### config.mk
export PLATFORM = sky130hd
export DESIGN_NAME = router_fifo_flat
export DESIGN_NICKNAME = d
export VERILOG_FILES = /design/src/rtl/router_pkg.sv /design/src/rtl/router_fifo_if.sv /design/src/rtl/router_fifo.sv /design/src/flat_wrapper.sv
export SDC_FILE = /design/constraint.sdc
export NUM_CORES = 1
export LEC_CHECK = 0
export CELL_PAD_IN_SITES_DETAIL_PLACEMENT = 0
export CELL_PAD_IN_SITES_GLOBAL_PLACEMENT = 1
export CORE_UTILIZATION = 45
export CTS_CLUSTER_DIAMETER = 60
export DETAILED_ROUTE_END_ITERATION = 8
export HOLD_SLACK_MARGIN = 0.1
export PLACE_DENSITY = 0.71
export SLEW_MARGIN = 20
export SYNTH_ARGS = -nofsm -noshare
export SYNTH_HDL_FRONTEND = slang
export SYNTH_SLANG_ARGS = --single-unit
### constraint.sdc
create_clock -name clk -period 2.1 [get_ports clk]
set_input_delay 0.21 -clock clk [delete_from_list [all_inputs] [get_ports clk]]
set_output_delay 0.21 -clock clk [all_outputs]
set_load 0.005 [all_outputs]
### src/rtl/router_pkg.sv
// Constants and types shared by the router blocks (router_syn, FSM, output FIFOs).
// Header byte layout: payload length in bits 7:2, destination port in bits 1:0.
package router_pkg;
  localparam int WIDTH       = 8;
  localparam int DEPTH       = 16;
  localparam int AW          = 4;
  localparam int CW          = 7;
  localparam int HDR_LEN_MSB = 7;
  localparam int HDR_LEN_LSB = 2;
  localparam int DEST_MSB    = 1;
  localparam int DEST_LSB    = 0;

  typedef logic [WIDTH-1:0] data_t;
  typedef logic [WIDTH:0]   word_t;
  typedef logic [AW:0]      ptr_t;
  typedef logic [CW-1:0]    cnt_t;

  // Words still to be read after a header: payload plus one parity byte.
  function automatic cnt_t pkt_words(data_t hdr);
    return cnt_t'(hdr[HDR_LEN_MSB:HDR_LEN_LSB]) + cnt_t'(1);
  endfunction

  function automatic logic [1:0] dest_addr(data_t hdr);
    return hdr[DEST_MSB:DEST_LSB];
  endfunction
endpackage

### src/rtl/router_fifo_if.sv
// Write/read bus between router_syn, one output FIFO and that port's consumer.
interface router_fifo_if;
  import router_pkg::*;

  logic  soft_reset;
  logic  write_enb;
  logic  read_enb;
  logic  lfd_state;
  data_t data_in;
  data_t data_out;
  logic  full;
  logic  empty;
  logic  pkt_busy;

  modport master (
    output soft_reset, write_enb, read_enb, lfd_state, data_in,
    input  data_out, full, empty, pkt_busy
  );

  modport slave (
    input  soft_reset, write_enb, read_enb, lfd_state, data_in,
    output data_out, full, empty, pkt_busy
  );
endinterface

### src/rtl/router_fifo.sv
// Per-port output buffer of the 1x3 router: DEPTH-entry FIFO whose words carry a
// header tag, so the read side can count packet length and flag mid-packet state.
module router_fifo
  import router_pkg::*;
(
  input  logic          clk,
  input  logic          reset,
  router_fifo_if.slave  bus
);

  localparam ptr_t PTR_ONE = ptr_t'(1);
  localparam cnt_t CNT_ONE = cnt_t'(1);

  logic  rst_meta_q;
  logic  rst_sync_q;

  word_t mem_q [DEPTH];
  ptr_t  wr_ptr_q, wr_ptr_d;
  ptr_t  rd_ptr_q, rd_ptr_d;
  cnt_t  count_q, count_d;
  data_t data_out_q, data_out_d;

  logic  full, empty;
  logic  wr_fire, rd_fire;
  word_t rd_word;

  // Reset asserts immediately but releases two clocks later, in step with clk.
  always_ff @(posedge clk or posedge reset) begin
    if (reset) begin
      rst_meta_q <= 1'b1;
      rst_sync_q <= 1'b1;
    end else begin
      rst_meta_q <= 1'b0;
      rst_sync_q <= rst_meta_q;
    end
  end

  assign empty   = (wr_ptr_q == rd_ptr_q);
  assign full    = (wr_ptr_q[AW] != rd_ptr_q[AW]) &&
                   (wr_ptr_q[AW-1:0] == rd_ptr_q[AW-1:0]);
  assign wr_fire = bus.write_enb && !full;
  assign rd_fire = bus.read_enb && !empty;
  assign rd_word = mem_q[rd_ptr_q[AW-1:0]];

  always_comb begin
    wr_ptr_d   = wr_ptr_q;
    rd_ptr_d   = rd_ptr_q;
    count_d    = count_q;
    data_out_d = data_out_q;
    if (bus.soft_reset) begin
      wr_ptr_d   = '0;
      rd_ptr_d   = '0;
      count_d    = '0;
      data_out_d = '0;
    end else begin
      if (wr_fire) begin
        wr_ptr_d = wr_ptr_q + PTR_ONE;
      end
      if (rd_fire) begin
        rd_ptr_d   = rd_ptr_q + PTR_ONE;
        data_out_d = rd_word[WIDTH-1:0];
        // A header always reloads, even if the previous packet was cut short.
        if (rd_word[WIDTH]) begin
          count_d = pkt_words(rd_word[WIDTH-1:0]);
        end else if (count_q != '0) begin
          count_d = count_q - CNT_ONE;
        end
      end
    end
  end

  always_ff @(posedge clk or posedge rst_sync_q) begin
    if (rst_sync_q) begin
      wr_ptr_q   <= '0;
      rd_ptr_q   <= '0;
      count_q    <= '0;
      data_out_q <= '0;
    end else begin
      wr_ptr_q   <= wr_ptr_d;
      rd_ptr_q   <= rd_ptr_d;
      count_q    <= count_d;
      data_out_q <= data_out_d;
    end
  end

  // Storage is never cleared; the pointers alone define what is valid.
  always_ff @(posedge clk) begin
    if (wr_fire && !bus.soft_reset) begin
      mem_q[wr_ptr_q[AW-1:0]] <= {bus.lfd_state, bus.data_in};
    end
  end

  assign bus.data_out = data_out_q;
  assign bus.full     = full;
  assign bus.empty    = empty;
  assign bus.pkt_busy = (count_q != '0);

endmodule

### src/flat_wrapper.sv
// flat-port wrapper written by rule: the top's interface ports become plain ports
module router_fifo_flat import router_pkg::*;
  (clk, reset, bus_soft_reset, bus_write_enb, bus_read_enb, bus_lfd_state, bus_data_in, bus_data_out, bus_full, bus_empty, bus_pkt_busy);
  router_fifo_if bus_i ();
  input  logic clk;
  input  logic reset;
  input wire logic [$bits(bus_i.soft_reset)-1:0] bus_soft_reset;
  input wire logic [$bits(bus_i.write_enb)-1:0] bus_write_enb;
  input wire logic [$bits(bus_i.read_enb)-1:0] bus_read_enb;
  input wire logic [$bits(bus_i.lfd_state)-1:0] bus_lfd_state;
  input wire logic [$bits(bus_i.data_in)-1:0] bus_data_in;
  output wire logic [$bits(bus_i.data_out)-1:0] bus_data_out;
  output wire logic [$bits(bus_i.full)-1:0] bus_full;
  output wire logic [$bits(bus_i.empty)-1:0] bus_empty;
  output wire logic [$bits(bus_i.pkt_busy)-1:0] bus_pkt_busy;
  assign bus_i.soft_reset = bus_soft_reset;
  assign bus_i.write_enb = bus_write_enb;
  assign bus_i.read_enb = bus_read_enb;
  assign bus_i.lfd_state = bus_lfd_state;
  assign bus_i.data_in = bus_data_in;
  assign bus_data_out = bus_i.data_out;
  assign bus_full = bus_i.full;
  assign bus_empty = bus_i.empty;
  assign bus_pkt_busy = bus_i.pkt_busy;
  router_fifo u_core (.clk(clk), .reset(reset), .bus(bus_i));
endmodule
==> metrics.txt <==
wire length per cell=21.33 um; Slew Viols, Final=0; measured slew at the worst slew-check pin=0.6021 ns; worst skew pair latency=0.42 ns; Syn Area/Cell=17.65 sq um; clock share of power=0.333; hpwl dp=9.770 mm; drt drc=0; Rows=45; Arrival @ worst endpoint=2.83 ns; sequential share of power=0.433; diode count=0; post-synthesis cell type count=48; Nets=533; Filler cells=1122; Iteration-0 DRC Markers=333; FF-to-FF path depth=7; most frequent cells in the layout=edfxtp_1 (144), buf_4 (50), mux4_2 (38), dfrtp_1 (23); fmax=401.3 MHz; Total Wirelength=between 15 and 20 mm; die area=~16000 sq um; failing checks=negative setup slack; combinational share of power=0.234; RSZ-0062 raised after global routing=true; share of the synthesized area in the top cell type=0.6021; Mapped Cells=407; setup ws final=-0.3919 ns; TritonCTS Sinks=171; Yosys reg bits=approximately 170; run status=finished, violations left; Hold Slack=between 0.3 and 0.4 ns; Period Utilization, post-route=1.187; largest cells by area after synthesis=edfxtp_1 (60%), mux4_2 (11%), dfrtp_1 (8.7%); nature of the critical path endpoint=flop; grt total ovfl=0; area grow syn2layout=29.93%; Hold WC Path Type=flop to async pin; DR vias/cell=roughly 5.4; Final ANT Viol Nets=0; Pre-antenna DRT Iters=4; Startpoint Class=flop; H-Tree Level Count=4; DP Worst Slack=-0.5009 ns; initial antenna violation count=0; FF/Latch Area=5007 sq um; LEAKAGE=3.216 nW; Syn Std Cell Area=~7200 sq um; sequential-to-total area share from yosys stat=0.6965; GPL Wtd Cong=0.8064; Worst VDD drop=0.6679 mV; clock skew after layout=0.006974 ns; Internal=roughly 6.7 mW; vias in the first global route=4100; Pwr Density=952.8 nW/um^2; Synth Warn #=0; cts bufs inserted=17; commonest non-fill, non-tap cell in the layout=edfxtp_1; worst relative slew slack=0.5973; CTS max path bufs=2; Via Count=3997; kind of critical path=flop to flop; P_sw=roughly 2.2 mW; share of layout cells above drive strength 1=0.3989; core area=15370 sq um; cell taking the most area after synthesis=edfxtp_1; switching portion of total power=0.2496; starting density of the core=0.4672; CP Max Fanout=7; Die Height=128.3 um; number of port buffers=24; CTS tree=yes; root buf cell=clkbuf_16; pin count of the biggest net entering global routing=29; Setup Viol. Count Final=120; syn nets=428; Max Cap Viol=0; area of the multi-input gates=roughly 2200 sq um; clock slew at reported path FFs=around 0.06 ns; WP data required=2.44 ns; # IOs=25; fin crit period=2.492 ns; Hold Vio Cnt, Final=0; Tot GR Track Use=0.2081; die width=128.3 um; first-pass GRT wire length=24.36 mm
[path summary, 6_finish.rpt]
kind,from,endpoint,slack (ns)
hold reg to reg,u_core.rst_sync_q,u_core.bus.data_out[1],0.30
setup / recovery,u_core.rd_ptr_q[0],u_core.count_q[3],-0.39
setup reg to reg,u_core.rd_ptr_q[0],u_core.count_q[3],-0.39
max in group asynchronous,reset,u_core.rst_meta_q,1.41
min in group clk,u_core.rst_meta_q,u_core.rst_sync_q,0.36
hold / removal,u_core.rst_sync_q,u_core.bus.data_out[1],0.30
[kinds of logic after synthesis]
logic type,share of synthesized area
DFF,0.6965
and+or+nand+nor,0.06481
buffers and inverters,0.02456
adders and majority gates,0.01219
muxes,0.1470
AOI/OAI and AO/OA,0.03362
xor gates and xnor gates,0.02073
other,0.0005221
[cells in the mapped netlist (all sizes together)]
cell	n
nor2	22
o211ai	6
or3b	1
o31ai	1
a21oi	12
ha	7
o21a	2
nand2b	1
dfrtp	25
nand3	3
or3	1
nand2	25
o21ai	8
edfxtp	144
conb	1
xnor2	10
and3	7
or4	6
mux2i	12
nor3	6
buf	12
a32o	1
o311a	1
a221oi	1
o21ba	1
and2	8
a211oi	2
o22ai	1
nor4b	1
o32ai	1
inv	9
clkbuf	11
nor2b	1
nor4	4
nand4	3
dfstp	2
mux4	40
xor2	7
or2	1
[final cells by class]
| class | instances | area share |
|---|---|---|
| repair buffers | 109 | 0.1309 |
| inverters | 9 | 0.003888 |
| flip-flops and latches | 171 | 0.5366 |
| well taps | 211 | 0.02829 |
| clock inverters | 13 | 0.01368 |
| clock buffers | 18 | 0.04599 |
| multi-input cells | 204 | 0.2407 |
[stage by stage]
stage	util	instances	TNS [ns]	instance area (sq um)	power (mW)
2_1_floorplan	-	407	-3.576	7232	4.931
4_1_cts	0.5929	728	-13.69	9114	8.744
5_1_grt	0.6071	735	-25.92	9331	9.250
3_5_place_dp	0.5406	684	-22.70	8309	5.535
6_report	0.6071	735	-13.84	9331	8.891
3_3_place_gp	0.5406	684	-23.08	8309	5.513
[state kept, by name, indices dropped and copies added, names as in the netlist]
register and count:
u_core.mem_q 144, u_core.bus.data_out 8, u_core.count_q 7, u_core.rd_ptr_q 5, u_core.wr_ptr_q 5, u_core.rst_meta_q 1, u_core.rst_sync_q 1
[critical path: stages, from the launching register on]
cell	delay, ns
dfrtp_4	0.54
buf_6	0.15
mux4_2	0.33
mux4_2	0.35
inv_4	0.07
or3_4	0.36
or4_4	0.51
o211ai_1	0.10
[what timing repair did]
action | in CTS | in global routing
gates resized for setup | 38 | 44
setup buffers | 10 | 8
endpoints found under the setup margin | 150 | 162
hold endpoints to repair | 2 | 0
hold buffers | 1 | 0
pin swaps | 13 | 10
cloned | 2 | 0
[power groups by stage]
stage	Clock, mW	Sequential, mW	Combinational [mW]
after global routing	3.14	3.86	2.25
after global placement	0	3.92	1.59
after detailed placement	0	3.92	1.61
after CTS	3.02	3.84	1.88
final	2.96	3.85	2.08
after floorplan	0	3.89	1.04
[metal layers]
| metal | GRT usage | vias to the layer above | part of all wire |
|---|---|---|---|
| met1 | 0.2828 | 2079 | 0.44 |
| met4 | 0.07612 | 0 | 0.018 |
| li1 | - | 1808 | - |
| met5 | 0 | - | 0 |
| met3 | 0.03576 | 23 | 0.037 |
| met2 | 0.3402 | 87 | 0.51 |
Power figures use the tool's default switching activity.
